===== src/rtl/div_iter_if.sv =====
// Operand/result handshake bundle for the iterative divider.
// master drives operands and i_ready; slave is the divider.
interface div_iter_if #(
   parameter int LANES = 3,
   parameter int NUMW  = 14,
   parameter int DENW  = 6
);
   logic                       i_valid;
   logic                       o_ready;
   logic [LANES-1:0][NUMW-1:0] i_num;
   logic [LANES-1:0][DENW-1:0] i_den;
   logic                       o_valid;
   logic                       i_ready;
   logic [LANES-1:0][NUMW-1:0] o_quot;
   logic [LANES-1:0][DENW-1:0] o_rem;
   logic [LANES-1:0]           o_dbz;

   modport master (
      output i_valid, i_num, i_den, i_ready,
      input  o_ready, o_valid, o_quot, o_rem, o_dbz
   );

   modport slave (
      input  i_valid, i_num, i_den, i_ready,
      output o_ready, o_valid, o_quot, o_rem, o_dbz
   );
endinterface


===== src/rtl/div_iter.sv =====
// Iterative restoring divider, LANES parallel lanes, one quotient bit per enabled cycle.
// Define DIV_ITER_ROUND_EN to round quotients to nearest (ties up) via an extra ROUND state.
module div_iter_lane #(
   parameter int NUMW = 14,
   parameter int DENW = 6
) (
   input  logic            clk,
   input  logic            rst_n,
   input  logic            load,
   input  logic            step,
   input  logic            fin,
`ifdef DIV_ITER_ROUND_EN
   input  logic            rnd,
`endif
   input  logic [NUMW-1:0] num,
   input  logic [DENW-1:0] den,
   output logic [NUMW-1:0] quot,
   output logic [DENW-1:0] rem,
   output logic            dbz
);
   // num_sh shifts numerator bits out of the top and quotient bits in at the bottom
   logic [NUMW-1:0] num_sh;
   logic [DENW-1:0] den_r;
   logic [DENW:0]   r;
   logic [DENW+1:0] r_sh;
   logic [DENW:0]   r_nxt;
   logic            ge;
   logic            dz;

   assign r_sh  = {r, num_sh[NUMW-1]};
   assign ge    = r_sh >= {2'b00, den_r};
   // when ge holds with a nonzero divisor, r_sh < 2*den so its top bit is zero
   assign r_nxt = ge ? (r_sh[DENW:0] - {1'b0, den_r}) : r_sh[DENW:0];
   assign dz    = (den_r == '0);

   always_ff @(posedge clk or negedge rst_n) begin
      if (!rst_n) begin
         num_sh <= '0;
         den_r  <= '0;
         r      <= '0;
         quot   <= '0;
         rem    <= '0;
         dbz    <= 1'b0;
      end else begin
         if (load) begin
            num_sh <= num;
            den_r  <= den;
            r      <= '0;
         end else if (step) begin
            num_sh <= {num_sh[NUMW-2:0], ge};
            r      <= r_nxt;
         end
         if (fin) begin
            quot <= dz ? '1 : {num_sh[NUMW-2:0], ge};
            rem  <= dz ? '0 : r_nxt[DENW-1:0];
            dbz  <= dz;
         end
`ifdef DIV_ITER_ROUND_EN
         if (rnd && !dbz && ({rem, 1'b0} >= {1'b0, den_r}) && (quot != '1))
            quot <= quot + NUMW'(1);
`endif
      end
   end
endmodule

module div_iter #(
   parameter int LANES = 3,
   parameter int NUMW  = 14,
   parameter int DENW  = 6
) (
   input  logic       clk,
   input  logic       rst_n,
   input  logic       clk_en,
   div_iter_if.slave  bus
);
   localparam int CW = (NUMW > 1) ? $clog2(NUMW) : 1;

`ifdef DIV_ITER_ROUND_EN
   typedef enum logic [1:0] {IDLE, CALC, ROUND, DONE} state_t;
`else
   typedef enum logic [1:0] {IDLE, CALC, DONE} state_t;
`endif

   state_t  state, nxt;
   logic [CW-1:0] cnt;
   logic    load, step, fin;
   logic [LANES-1:0][NUMW-1:0] quot_w;
   logic [LANES-1:0][DENW-1:0] rem_w;
   logic [LANES-1:0]           dbz_w;

   assign load = clk_en & bus.i_valid & (state == IDLE);
   assign step = clk_en & (state == CALC);
   assign fin  = step & (cnt == '0);
`ifdef DIV_ITER_ROUND_EN
   logic rnd;
   assign rnd = clk_en & (state == ROUND);
`endif

   always_ff @(posedge clk or negedge rst_n) begin
      if (!rst_n) begin
         state <= IDLE;
         cnt   <= '0;
      end else begin
         state <= nxt;
         if (load)
            cnt <= CW'(NUMW - 1);
         else if (step && !fin)
            cnt <= cnt - CW'(1);
      end
   end

   always_comb begin
      nxt = state;
      case (state)
         IDLE: if (clk_en && bus.i_valid) nxt = CALC;
`ifdef DIV_ITER_ROUND_EN
         CALC:  if (fin)    nxt = ROUND;
         ROUND: if (clk_en) nxt = DONE;
`else
         CALC:  if (fin)    nxt = DONE;
`endif
         DONE: if (clk_en && bus.i_ready) nxt = IDLE;
         default: nxt = IDLE;
      endcase
   end

   assign bus.o_ready = (state == IDLE);
   assign bus.o_valid = (state == DONE);
   assign bus.o_quot  = quot_w;
   assign bus.o_rem   = rem_w;
   assign bus.o_dbz   = dbz_w;

   for (genvar g = 0; g < LANES; g++) begin : g_lane
      div_iter_lane #(.NUMW(NUMW), .DENW(DENW)) u_lane (
         .clk   (clk),
         .rst_n (rst_n),
         .load  (load),
         .step  (step),
         .fin   (fin),
`ifdef DIV_ITER_ROUND_EN
         .rnd   (rnd),
`endif
         .num   (bus.i_num[g]),
         .den   (bus.i_den[g]),
         .quot  (quot_w[g]),
         .rem   (rem_w[g]),
         .dbz   (dbz_w[g])
      );
   end
endmodule


===== src/flat_wrapper.sv =====
// flat-port wrapper written by rule: the top's interface ports become plain ports
module div_iter_flat 
#(
   parameter int LANES = 3,
   parameter int NUMW  = 14,
   parameter int DENW  = 6
)
  (clk, rst_n, clk_en, bus_i_valid, bus_i_num, bus_i_den, bus_i_ready, bus_o_ready, bus_o_valid, bus_o_quot, bus_o_rem, bus_o_dbz);
  div_iter_if #(.LANES(LANES), .NUMW(NUMW), .DENW(DENW)) bus_i ();
  input  logic clk;
  input  logic rst_n;
  input  logic clk_en;
  input wire logic [$bits(bus_i.i_valid)-1:0] bus_i_valid;
  input wire logic [$bits(bus_i.i_num)-1:0] bus_i_num;
  input wire logic [$bits(bus_i.i_den)-1:0] bus_i_den;
  input wire logic [$bits(bus_i.i_ready)-1:0] bus_i_ready;
  output wire logic [$bits(bus_i.o_ready)-1:0] bus_o_ready;
  output wire logic [$bits(bus_i.o_valid)-1:0] bus_o_valid;
  output wire logic [$bits(bus_i.o_quot)-1:0] bus_o_quot;
  output wire logic [$bits(bus_i.o_rem)-1:0] bus_o_rem;
  output wire logic [$bits(bus_i.o_dbz)-1:0] bus_o_dbz;
  assign bus_i.i_valid = bus_i_valid;
  assign bus_i.i_num = bus_i_num;
  assign bus_i.i_den = bus_i_den;
  assign bus_i.i_ready = bus_i_ready;
  assign bus_o_ready = bus_i.o_ready;
  assign bus_o_valid = bus_i.o_valid;
  assign bus_o_quot = bus_i.o_quot;
  assign bus_o_rem = bus_i.o_rem;
  assign bus_o_dbz = bus_i.o_dbz;
  div_iter #(.LANES(LANES), .NUMW(NUMW), .DENW(DENW)) u_core (.clk(clk), .rst_n(rst_n), .clk_en(clk_en), .bus(bus_i));
endmodule

===== config.mk =====
export PLATFORM = sky130hd
export DESIGN_NAME = div_iter_flat
export DESIGN_NICKNAME = d
export VERILOG_FILES = /design/src/rtl/div_iter_if.sv /design/src/rtl/div_iter.sv /design/src/flat_wrapper.sv
export SDC_FILE = /design/constraint.sdc
export NUM_CORES = 1
export LEC_CHECK = 0
export ABC_AREA = 1
export CORE_MARGIN = 3
export CORE_UTILIZATION = 45
export DETAILED_ROUTE_END_ITERATION = 8
export GPL_TIMING_DRIVEN = 0
export PLACE_DENSITY = 0.7
export SETUP_SLACK_MARGIN = 0.5
export SLEW_MARGIN = 20
export SYNTH_ARGS = -nofsm -noshare
export SYNTH_HDL_FRONTEND = slang
export SYNTH_HIERARCHICAL = 1
export SYNTH_SLANG_ARGS = --single-unit

===== constraint.sdc =====
create_clock -name clk -period 2.3 [get_ports clk]
set_input_delay 0.23 -clock clk [delete_from_list [all_inputs] [get_ports clk]]
set_output_delay 0.23 -clock clk [all_outputs]
set_load 0.05 [all_outputs]

Word-level counts from Yosys, hierarchy flattened. Cells that the tools add are included.

Bits in registers: 150. ROM bits: 0. RAM bits: 0. Logic and storage cells: 75. Latch bits: 0. Memories kept: 0. Input port bits: 65.

Bitwise logic cells: 4. Multipliers: 0. Eq/ne operators: 5. Reductions and logical operators: 12. $add $sub $neg: 4. Div/mod/pow operators: 0. Order comparisons: 3. Muxes and demuxes: 27. Shift operators: 0.

Operators by type and width (number): 2-to-1 mux 14 bit (9); 2-to-1 mux 7 bit (9); greater-or-equal comparator 8 x 6 -> 1 bit (3); subtractor 7 x 6 -> 7 bit (3); zero test 6 bit (3); 2-to-1 mux 6 bit (3); 2-to-1 mux 4 bit (2); 2-to-1 mux 2 bit (3); != test 2 x 1 -> 1 bit, second input constant (3); case mux 2 bit (3 select lines) (1); AND 1 bit (4); zero test 4 bit (1); nonzero test 2 bit (2); subtractor 4 x 1 -> 4 bit, second input constant (1); logical AND 1 bit (3); AND reduction 3 bit (1); == test 2 x 1 -> 1 bit, second input constant (1); == test 2 bit, second input constant (1); zero test 2 bit (1); zero test 1 bit (1).

Logic depth before layout (Yosys ltp). Gate-level depths: netlist of the first run.

Depth after elaboration: 7. Depth in mapped cells: 12. Depth with buffers taken out: 12.

Cells and area by module. Netlist of the first run, hierarchy kept.

By module, submodules not included: div_iter_lane (u_core.g_lane[1].u_lane ...) (cells each 257, area each 2279.7 µm², seq. area each 1201.2 µm², times used 2); div_iter_lane (u_core.g_lane[0].u_lane) (cells each 261, area each 2329.7 µm², seq. area each 1201.2 µm², times used 1); div_iter (cells each 48, area each 391.6 µm², seq. area each 150.1 µm², times used 1).

Worst setup path after synthesis of the first run. Ideal clock, no wire load.

Kind: register -> register. Start: reg u_core.state[0]. End: reg u_core.g_lane[1].u_lane.num_sh[10]. Data required time: 2.161 ns. Buffers on the path: 2. Cell stages (with the launch flop): 9. Setup time: 0.139 ns. Arrival time: 2.020 ns. Setup slack: 0.141 ns. Clock period less this slack: 2.159 ns. Cell sequence: dfrtp_1 -> nor2_2 -> nand3_2 -> inv_1 -> buf_4 -> nor2_8 -> inv_1 -> clkbuf_1 -> o221ai_1.

Word-level cells in the longest chain between the ends: 3.

RTL lines: start, declared (RTL line div_iter.sv:84) `state_t state, nxt;`; start signal, assigned (RTL line div_iter.sv:104) `state <= nxt;`; zero test 2 bit (*); net bus_o_ready (RTL line flat_wrapper.sv:17) `output wire logic [$bits(bus_i.o_ready)-1:0] bus_o_ready;`; AND 1 bit (*) (RTL line div_iter.sv:91) `assign load = clk_en & bus.i_valid & (state == IDLE);`; net u_core.load (RTL line div_iter.sv:86) `logic load, step, fin;`; 2-to-1 mux 14 bit or nonzero test 2 bit (tied branches); end signal, assigned (RTL line div_iter.sv:46) `num_sh <= num;`; end signal, assigned (RTL line div_iter.sv:50) `num_sh <= {num_sh[NUMW-2:0], ge};`; end, declared (RTL line div_iter.sv:22) `logic [NUMW-1:0] num_sh;`.

Mark *: on every way through the listed nets, which the timed path passes. The rest lies on a longest branch. A chain may end at the register's enable or synchronous reset.

Worst setup path in the final report of the first run.
Start: reg u_core.g_lane[2].u_lane.num_sh[13]. End: reg u_core.g_lane[2].u_lane.r[2].

Word-level cells in the longest chain between the ends: 4.

RTL lines: start, declared (RTL line div_iter.sv:22); start signal, assigned (RTL line div_iter.sv:46); start signal, assigned (RTL line div_iter.sv:50); subtractor 7 x 6 -> 7 bit or greater-or-equal comparator 8 x 6 -> 1 bit (tied branches) (RTL line div_iter.sv:33, div_iter.sv:31); 2-to-1 mux 7 bit (*) (RTL line div_iter.sv:33) `assign r_nxt = ge ? (r_sh[DENW:0] - {1'b0, den_r}) : r_sh[DENW:0];`; 2-to-1 mux 7 bit (*) (RTL line div_iter.sv:49) `end else if (step) begin`; 2-to-1 mux 7 bit (*) (RTL line div_iter.sv:45) `if (load) begin`; end signal, assigned (RTL line div_iter.sv:51) `r <= r_nxt;`; end, declared (RTL line div_iter.sv:24) `logic [DENW:0] r;`.

Every way passes the cells marked *; elsewhere a longest branch is shown, timed or not. The select of a mux whose other input is x is not followed.

==> out/metrics.csv, run 1 <==
stage;metric;value;unit
outcome;status;completed;
die;core;15500;um^2
global_routing;grt_pass1_wl;31.2;mm
placed_design;gp_congestion;0.881;
cells_and_area;fin_util;0.673;
timing;post-route-period-util;0.823;
critical_path;path_cells;inv_2, ha_4, inv_4, fa_2, nand3_2, nand2_2, nand2_4, nand2_8, buf_8, o211ai_1, nand2_1;
yosys;synth_most_common_cell;nand2_1;
timing;holdWs;0.314;ns
clocking;root_buffer;clkbuf_16;
clocking;clk_latency;0.43;ns
critical_path;worstSetupPathType;register to register;
critical_path;cp_max_fo;5;
placed_design;dp_hpwl;12.8;mm
yosys;yosysTopAreaCell;dfrtp_1;
timing;slew_violations;0;
timing;worst_slew_pin_slew;0.555;ns
timing;finalSetupViolCount;0;
die;rows;45;
cells_and_area;fill_cells;1262;
yosys;synth_cell_types;36;
clocking;cts_inserted_buffers;17;
critical_path;crit_path_start_kind;register;
hold_path;hold_class;input port to async pin;
timing;fin_tns_setup;0;ns
timing;clock.fmax;528;MHz
critical_path;r2r.worst_path.cells;11;
yosys;synth_top_area_share;0.516;
yosys;synthArstFlopShare;1.00;
cells_and_area;diodes;0;
critical_path;crit_required;2.61;ns
cells_and_area;multi_input_area;3350;um^2
critical_path;cp_slowest_stage_delay;0.40;ns
die;die-area;17700;um^2
yosys;ys_seq_elements;150;
yosys;syn-num-nets;911;
routing;routedWlPerCell;15.8;um
clocking;clkSinkCount;150;
routing;ant_nets;0;
routing;dr.pass1.iters;6;
yosys;avgSynthCellArea;8.85;um^2
global_routing;track_usage;0.218;
critical_path;cp_data_arrival_time;2.20;ns
yosys;ys_seq_area_frac;0.516;
critical_path;critPathCaptureType;register;
die;die_x;133;um
clocking;cts_buffer_depth;2;
critical_path;r2r_slack;0.41;ns
yosys;syn_inst;823;
cells_and_area;layout.nets;1111;
timing;max_slew_margin;0.631;
yosys;ys.flop_type;dfrtp_1;
timing;hold_viol;0;
yosys;synth_area;7280;um^2
global_routing;grt_max_degree;92;
global_routing;grt_pass1_vias;6292;
die;fp.dieH;133;um
yosys;yosys_warnings;6;
critical_path;r2r_end;u_core/g_lane[2].u_lane/r[2];
global_routing;antenna_found_initial;0;
timing;period_minus_slack;1.89;ns
cells_and_area;layout.area.seq;3750;um^2
clocking;htree_num_levels;4;
critical_path;critPathSlowestCell;dfrtp_1;
placed_design;io_buffer_count;129;
cells_and_area;drive_gt1_frac;0.239;
timing;finClkSkew;0.00763;ns
yosys;synth_edf_count;0;
global_routing;gr-total-overflow;0;
yosys;synthTopCellsByArea;dfrtp_1 52%, nand2_1 11%, inv_1 5.6%, o221ai_1 4.7%, nor2_1 3.5%;
routing;vias;6372;
yosys;ys_top_cells_by_count;223 x nand2_1, 150 x dfrtp_1, 108 x inv_1, 68 x nor2_1, 45 x a21oi_1;
cells_and_area;area_growth;43.6;%
routing;vias_per_cell;5.11;
routing;drtIter0Drc;386;
clocking;clk_pin_slew;0.06;ns
clocking;tritoncts;built;
critical_path;r2r-start;u_core/g_lane[2].u_lane/num_sh[13];
routing;drc_errors;0;
die;initial_core_util;0.469;
run;maxCapViolations;0;
timing;rsz0062_at_grt;true;
die;ioPinCount;130;
routing;finalWirelength;19.7;mm
worst max-delay path by stage:
stage | cells past startpoint | end | from | slack [ns]
after detailed placement | 7 | u_core/g_lane[2].u_lane/quot[5] | clk_en | -0.36
after CTS | 11 | u_core/g_lane[0].u_lane/rem[0] | u_core/g_lane[0].u_lane/num_sh[13] | 0.40
after floorplan | 9 | u_core/g_lane[0].u_lane/num_sh[10] | u_core/state[0] | 0.47
final | 11 | u_core/g_lane[2].u_lane/r[2] | u_core/g_lane[2].u_lane/num_sh[13] | 0.41
after global routing | 12 | u_core/g_lane[1].u_lane/r[6] | u_core/g_lane[1].u_lane/num_sh[13] | 0.33
after global placement | 1 | u_core/g_lane[1].u_lane/rem[1] | rst_n | -5.11
kinds of logic (layout without fill, tap and decap cells):
kind of cell | count (synthesis) | in the layout | share of synthesized area
muxes | 3 | 3 | 0.00464
DFF | 150 | 150 | 0.516
xor gates and xnor gates | 10 | 10 | 0.0120
AOI/OAI and AO/OA | 130 | 130 | 0.119
buffers and inverters | 143 | 356 | 0.0823
and+or+nand+nor | 364 | 364 | 0.224
adders and majority gates | 23 | 23 | 0.0426
layout by cell type (no fill, tap or decap), drive strengths merged:
| master | Yosys | final |
|---|---|---|
| ha | 20 | 20 |
| xor2 | 4 | 4 |
| nor3 | 2 | 2 |
| o31ai | 1 | 1 |
| clkbuf | 9 | 32 |
| nand2 | 249 | 249 |
| o22ai | 3 | 3 |
| o21ai | 20 | 20 |
| o21bai | 1 | 1 |
| fa | 3 | 3 |
| mux2 | 3 | 3 |
| bufinv | 0 | 1 |
| xnor2 | 6 | 6 |
| clkinvlp | 0 | 4 |
| a21oi | 45 | 45 |
| a22oi | 3 | 3 |
| dfrtp | 150 | 150 |
| clkdlybuf4s50 | 0 | 63 |
| nand4 | 7 | 7 |
| o211ai | 18 | 18 |
| o221ai | 39 | 39 |
| dlygate4sd2 | 0 | 63 |
| nand3 | 27 | 27 |
| nand3b | 1 | 1 |
| inv | 113 | 119 |
| clkinv | 0 | 4 |
| buf | 21 | 69 |
| nor2 | 78 | 78 |
| dlygate4sd3 | 0 | 1 |
registers in the layout (all words and copies together), names as in the netlist:
name	count
u_core/state	2
u_core/g_lane.u_lane/num_sh	42
u_core/g_lane.u_lane/den_r	18
u_core/g_lane.u_lane/rem	18
u_core/g_lane.u_lane/quot	42
u_core/g_lane.u_lane/dbz	3
u_core/cnt	4
u_core/g_lane.u_lane/r	21
final cells by class:
type / instances / area share
Timing Repair Buffer: 181 / 0.168
Tap cell: 211 / 0.0253
Clock buffer: 17 / 0.0407
Multi-Input combinational cell: 530 / 0.320
Clock inverter: 15 / 0.0138
Inverter: 113 / 0.0425
Buffer: 30 / 0.0306
Sequential cell: 150 / 0.359
critical path, delay by kind of cell, from the launching register on:
family | cells | cell delay, ns
adder cells (fa/ha/maj) | 2 | 0.50
AO/OA/AOI/OAI | 1 | 0.21
AND/OR/NAND/NOR | 5 | 0.43
buffers and inverters | 3 | 0.26
flip-flops | 1 | 0.40
metal layers:
layer,wire length (um),vias up,part of all wire,global-route usage
li1,-,3079,-,-
met1,8530,3092,0.43,0.281
met2,9940,162,0.50,0.363
met3,890,39,0.045,0.0616
met4,379,0,0.019,0.0606
met5,0,-,0,0
what timing repair did:
| item | in CTS | in global routing |
|---|---|---|
| hold buffers | 1 | 0 |
| buffers inserted | 28 | 13 |
| pin swaps | 29 | 31 |
| cloned | 4 | 5 |
| endpoints found under the setup margin | 171 | 131 |
| gates resized for setup | 146 | 64 |
| endpoints found under the hold margin | 59 | 0 |
through the flow:
step                instances  instance area [um^2]  worst slack, ns
CTS                      1229                 10100            0.405
finish                   1247                 10500            0.407
floorplan                 823                  7450            0.469
global route             1247                 10500            0.332
global placement         1163                  9010            -5.11
detailed placement       1164                  9040           -0.358
Power of run 1 is not shown: default switching activity piles up to over one toggle a cycle in this logic, so the estimate is an artifact.
==> run 2, diff against run 1 <==
--- a/config.mk
+++ b/config.mk
@@ -10,7 +10,7 @@
 export CORE_UTILIZATION = 45
 export DETAILED_ROUTE_END_ITERATION = 8
 export GPL_TIMING_DRIVEN = 0
-export PLACE_DENSITY = 0.7
+export PLACE_DENSITY = 0.73
 export SETUP_SLACK_MARGIN = 0.5
 export SLEW_MARGIN = 20
 export SYNTH_ARGS = -nofsm -noshare
==> constraint.sdc (replaced) <==
create_clock -name clk -period 1.6 [get_ports clk]
set_input_delay 0.16 -clock clk [delete_from_list [all_inputs] [get_ports clk]]
set_output_delay 0.16 -clock clk [all_outputs]
set_load 0.05 [all_outputs]
==> run 2 against run 1 <==
Effect of this change:
- the run now ends with setup timing left
- critical endpoint is now u_core/g_lane[2].u_lane/r[1]
- clock skew up 0.0050 ns
- core utilization up 19 points
- die area unchanged
- critical path depth unchanged
- sequential share of layout area down 7.8 points
- largest cell class is now multi-input combinational cells
- maximum frequency down 11%
==> out/metrics.csv, run 2 (synthesis results as in run 1) <==
stage;metric;value;unit;change
cells_and_area;final_common_cell;nand2_1;;
outcome;violations;setup timing;;
die;die_x;133;um;unchanged
critical_path;crit_path_start_kind;register;;
timing;finalSetupViolCount;140;;+140
global_routing;gr-total-overflow;0;;unchanged
global_routing;grt_pass1_wl;37.4;mm;+20%
timing;clock.fmax;471;MHz;-11%
routing;ant_nets;0;;unchanged
clocking;tritoncts;built;;
routing;finalWirelength;31.1;mm;+58%
clocking;htree_num_levels;4;;unchanged
global_routing;grt_max_degree;97;;+5.4%
timing;slew_violations;0;;unchanged
routing;vias_per_cell;5.72;;+12%
critical_path;crit_required;1.88;ns;-0.73 ns
cells_and_area;reg_top3;u_core/g_lane.u_lane/num_sh: 42 flops, u_core/g_lane.u_lane/quot: 42 flops, u_core/g_lane.u_lane/r: 21 flops;;
hold_path;hold_class;input port to async pin;;
timing;hold_viol;0;;unchanged
timing;period_minus_slack;2.12;ns;+0.230 ns
timing;fin_ws;-0.522;ns;-0.930 ns
placed_design;io_buffer_count;129;;unchanged
routing;drtIter0Drc;830;;+120%
timing;max_slew_margin;0.685;;+0.0538
cells_and_area;final_cell_mix;168 x nand2_1, 145 x dfrtp_1, 113 x buf_6;;
cells_and_area;drive_gt1_frac;0.517;;+0.278
cells_and_area;layout.nets;1235;;+11%
die;rows;45;;unchanged
critical_path;r2r_slack;-0.52;ns;-0.93 ns
global_routing;antenna_found_initial;0;;unchanged
placed_design;gp_congestion;0.861;;-2.3%
die;fp.dieH;133;um;unchanged
critical_path;r2r.worst_path.cells;11;;unchanged
routing;vias;7836;;+23%
clocking;cts_inserted_buffers;17;;unchanged
routing;routedWlPerCell;22.7;um;+43%
clocking;clk_latency;0.43;ns;about the same
routing;drc_errors;0;;unchanged
global_routing;track_usage;0.264;;+0.0457
die;core;15500;um^2;unchanged
global_routing;grt_pass1_vias;7240;;+15%
outcome;status;finished, violations left;;
critical_path;critPathCaptureType;register;;
placed_design;dp_hpwl;12.3;mm;-3.8%
critical_path;r2r-start;u_core/g_lane[2].u_lane/r[2];;
placed_design;placed_area;9420;um^2;+4.1%
critical_path;worstSetupPathType;register to register;;
timing;fin_tns_setup;-28.27;ns;-28.27 ns
cells_and_area;diodes;0;;unchanged
clocking;cts_buffer_depth;2;;unchanged
cells_and_area;post-route-cell-area;13400;um^2;+28%
critical_path;r2r_end;u_core/g_lane[2].u_lane/r[1];;
clocking;clkSinkCount;150;;unchanged
timing;finClkSkew;0.0127;ns;+0.00504 ns
critical_path;cp_max_fo;5;;unchanged
timing;post-route-period-util;1.33;;+0.503
clocking;clk_pin_slew;0.07;ns;about the same
die;die-area;17700;um^2;unchanged
die;initial_core_util;0.469;;unchanged
run;maxCapViolations;0;;unchanged
clocking;root_buffer;clkbuf_16;;
critical_path;cp_data_arrival_time;2.41;ns;+0.21 ns
timing;rsz0062_at_grt;true;;
die;ioPinCount;130;;unchanged
routing;dr.pass1.iters;5;;-1
cells_and_area;area_growth;83.7;%;
timing;worst_slew_pin_slew;0.472;ns;-0.0830 ns
## run 2: cell types whose count changed in the layout (fill, tap and decap cells not counted), sizes merged
cell         before  now
dlygate4sd2      63    0
inv             119  112
bufinv            1    5
clkinv            4    5
buf              69  259
clkbuf           32   31
## run 2: cell type report
type | count | area (um^2)
Timing Repair Buffer | 305 | 3340
Sequential cell | 150 | 3760
Clock inverter | 13 | 219
Fill cell | 632 | 2160
Tap cell | 211 | 264
Multi-Input combinational cell | 530 | 4340
Buffer | 30 | 504
Clock buffer | 19 | 443
Inverter | 113 | 503
## run 2: per-stage QoR
step | utilization | std cells | setup WS (ns) | hold slack, ns
2_1_floorplan | - | 823 | -0.213 | -0.136
6_report | 0.861 | 1371 | -0.522 | 0.263
3_3_place_gp | 0.604 | 1163 | -5.84 | 0.462
5_1_grt | 0.861 | 1371 | -0.566 | 0.294
4_1_cts | 0.791 | 1315 | -0.312 | 0.247
3_5_place_dp | 0.606 | 1164 | -0.445 | 0.109
## run 2: worst max-delay path, cell delays in order, from the launching register on
cell and delay, ns:
dfrtp_1 0.42, ha_2 0.42, nand2_1 0.10, nor2_1 0.18, nand2_1 0.13, nand2_2 0.10, inv_4 0.06, nand2_8 0.11
buf_16 0.12, nand2_2 0.07, o211ai_1 0.10, nand2_1 0.14
## run 2: worst max path at each step
stage | from | endpoint | slack (ns) | depth (start not counted)
after global placement | rst_n | u_core/g_lane[2].u_lane/quot[9] | -5.84 | 1
after detailed placement | clk_en | u_core/g_lane[1].u_lane/num_sh[11] | -0.44 | 9
after global routing | u_core/g_lane[2].u_lane/r[2] | u_core/g_lane[2].u_lane/rem[2] | -0.57 | 11
final | u_core/g_lane[2].u_lane/r[2] | u_core/g_lane[2].u_lane/r[1] | -0.52 | 11
after CTS | u_core/g_lane[0].u_lane/num_sh[13] | u_core/g_lane[0].u_lane/rem[0] | -0.31 | 11
after floorplan | u_core/state[0] | u_core/g_lane[1].u_lane/num_sh[10] | -0.21 | 9
## run 2: routing by layer
layer,wire (um),part of all wire,up-vias,GRT usage
met2,16000,0.51,473,0.449
met3,2080,0.067,144,0.0438
li1,-,-,3343,-
met4,1560,0.050,0,0.101
met5,0,0,-,0
met1,11500,0.37,3876,0.340
## run 2: timing repair
| item | CTS | global route |
|---|---|---|
| gates resized for setup | 710 | 148 |
| hold endpoints to repair | 54 | 0 |
| setup endpoints to repair | 213 | 311 |
| cloned | 24 | 1 |
| buffers inserted | 94 | 55 |
| hold buffers | 1 | 0 |
| pin swaps | 91 | 58 |
Power of run 2 is left out for the same reason.
==> RTL change: new RTL, flow settings as in run 2 <==
`DENW` is set to 6 in 4 places; all go to 5.
--- a/src/rtl/div_iter_if.sv
+++ b/src/rtl/div_iter_if.sv
@@ -4,5 +4,5 @@
    parameter int LANES = 3,
    parameter int NUMW  = 14,
-   parameter int DENW  = 6
+   parameter int DENW  = 5
 );
    logic                       i_valid;
--- a/src/rtl/div_iter.sv
+++ b/src/rtl/div_iter.sv
@@ -3,5 +3,5 @@
 module div_iter_lane #(
    parameter int NUMW = 14,
-   parameter int DENW = 6
+   parameter int DENW = 5
 ) (
    input  logic            clk,
@@ -67,5 +67,5 @@
    parameter int LANES = 3,
    parameter int NUMW  = 14,
-   parameter int DENW  = 6
+   parameter int DENW  = 5
 ) (
    input  logic       clk,
--- a/src/flat_wrapper.sv
+++ b/src/flat_wrapper.sv
@@ -4,5 +4,5 @@
    parameter int LANES = 3,
    parameter int NUMW  = 14,
-   parameter int DENW  = 6
+   parameter int DENW  = 5
 )
   (clk, rst_n, clk_en, bus_i_valid, bus_i_num, bus_i_den, bus_i_ready, bus_o_ready, bus_o_valid, bus_o_quot, bus_o_rem, bus_o_dbz);
Interface: changed (resized bus_i_den and bus_o_rem); port bits go from 130 to 124. No check against the original RTL was run, so the function may have changed too.
==> RTL change against run 2 <==
- the flow still finishes with violations (setup timing)
- die area decreased by 5.1%
- design area decreased by 3.8%
- sequential share of layout area decreased by 0.62 points
- worst setup slack improved by 0.29 ns
- core utilization increased by 1.1 points
- area after synthesis decreased by 5.4%
- sequential cell count decreased by 9
- routed wire length decreased by 5.7%
- largest cell class unchanged
==> RTL change: results (changes against run 2) <==
Run status
  – Status: finished, violations left
  – Violated checks: setup timing

Logic synthesis
  – Compound-Gate Fraction of Synth Area: 0.1021 (-0.01721)
  – Adder-Cell Fraction of Synth Area: 0.04503 (+0.002415)
  – Distinct cells, synth: 34 (-5.6%)
  – Top cells by area, synth: dfrtp_1 (51%), nand2_1 (11%), inv_1 (5.9%), o221ai_1 (4.8%), ha_1 (3.6%)
  – Synthesized instance count: 791 (-3.9%)
  – Sequential element share of the synthesized area: 0.5121 (-0.003477)
  – Post-synthesis mux area share: 0.003269 (-0.001371)
  – Xor/xnor share of the synthesized area: 0.005084 (-0.006945)

Placed design
  – Routability cong.: 0.8441 (-2.0%)
  – Placed cell areas: 0.008641 mm^2 (-8.2%)
  – PortBufs: 123 (-4.7%)
  – Dpl cells: 1099 (-5.6%)
  – DP HPWL: 11.87 mm (-3.5%)

STA
  – Final worst setup slack: -0.2358 ns (+0.2864 ns)
  – Setup violators final: 72 (-49%)
  – Skew final: 0.01444 ns (+0.001772 ns)
  – Setup TNS: -5.381 ns (+22.89 ns)
  – Worst Max-Slew Pin Slew: 0.4669 ns (-0.005464 ns)

Worst setup path
  – FF-to-FF End: u_core/g_lane[1].u_lane/r[0]$_DFFE_PN0P_
  – CP arrival: 2.13 ns (-0.28 ns)
  – R2r startpoint: u_core/g_lane[1].u_lane/den_r[2]$_DFFE_PN0P_
  – Worst-case reg-to-reg path depth: 9 (-2)

Global route
  – Gr usage total: 0.2677 (+0.003895)
  – Vias in the first global route: 7036 (-2.8%)
  – First-pass GRT wire length: 35.41 mm (-5.4%)

Drt
  – Wire length per cell: 22.44 um (-1.2%)
  – Post-Route WL: 29.37 mm (-5.7%)
  – DRT iter0 DRCs: 595 (-28%)
  – Met3 wire len: 1.399 mm (-33%)
  – WL met1: 10.94 mm (-4.8%)

Cells and area
  – Biggest regs: u_core/g_lane.u_lane/num_sh x42, u_core/g_lane.u_lane/quot x42, u_core/g_lane.u_lane/r x18
  – Share of layout cells above drive strength 1: 0.5573 (+0.04009)
  – Final nets: 1197 (-3.1%)
==> RTL change: changes by cell type in the layout (fill, tap and decap cells not counted), sizes merged, moves of 4 or more <==
| cell | run 2 | this run |
|---|---|---|
| o211ai | 18 | 0 |
| nand3 | 27 | 50 |
| nand4 | 7 | 23 |
| clkinv | 5 | 10 |
| dfrtp | 150 | 141 |
| nand2 | 249 | 221 |
| buf | 259 | 252 |
| xor2 | 4 | 0 |
| nor2 | 78 | 70 |
==> RTL change: power breakdown <==
group	switching (W)	total [W]	internal (W)
registers	0.00129	0.00650	0.00521
logic	0.0127	0.0224	0.00966
clock network	0.00164	0.00441	0.00277
==> RTL change: what timing repair did <==
action,CTS,global route
buffers inserted,96,63
cloned,9,9
endpoints found under the setup margin,201,289
hold buffers,1,0
endpoints found under the hold margin,55,0
pin swaps,116,96
resized for setup,696,205
==> RTL change: cell type report <==
| type | count | area [um^2] |
|---|---|---|
| plain buffers | 25 | 402.9 |
| flip-flops and latches | 141 | 3536 |
| clock inverters | 14 | 217.7 |
| inverters | 117 | 509.2 |
| multi-input cells | 508 | 4328 |
| repair buffers | 302 | 3212 |
| fillers | 637 | 1889 |
| clock buffers | 18 | 429.2 |
| well taps | 184 | 230.2 |
==> RTL change: stage by stage <==
stage,worst slack [ns],util
finish,-0.2358,0.8719
global route,-0.2432,0.8719
CTS,-0.02895,0.7715
detailed placement,-0.4320,0.5857
global placement,-5.418,0.5834
floorplan,-0.04188,-
==> RTL change: how the worst max path moves through the flow <==
| stage | end | slack (ns) |
|---|---|---|
| global placement | u_core/g_lane[1].u_lane/quot[8]$_DFFE_PN0P_ | -5.42 |
| detailed placement | u_core/g_lane[2].u_lane/quot[9]$_DFFE_PN0P_ | -0.43 |
| global route | u_core/g_lane[1].u_lane/r[0]$_DFFE_PN0P_ | -0.24 |
| floorplan | u_core/g_lane[1].u_lane/num_sh[10]$_DFFE_PN0P_ | -0.04 |
| CTS | u_core/g_lane[2].u_lane/rem[4]$_DFFE_PN0P_ | -0.03 |
| finish | u_core/g_lane[1].u_lane/r[0]$_DFFE_PN0P_ | -0.24 |
==> RTL change: cells by family after synthesis <==
kind of cell | count (synthesis)
adder cells (fa/ha/maj) | 23
XOR/XNOR | 4
AO/OA/AOI/OAI | 107
buffers and inverters | 142
flip-flops | 141
AND/OR/NAND/NOR | 372
multiplexers | 2
==> RTL change: layer usage <==
layer / vias up / track usage
li1: 3243 / -
met1: 3703 / 0.3314
met2: 364 / 0.4656
met3: 156 / 0.05485
met4: 0 / 0.09535
met5: - / 0
==> RTL change: critical path, stage by stage (launching register included) <==
cell     delay [ns]
dfrtp_1        0.39
inv_2          0.13
ha_4           0.26
a21oi_4        0.19
nand2_4        0.09
nand2_4        0.11
buf_4          0.13
nand4_1        0.20
nand3_2        0.11
nand2_1        0.08
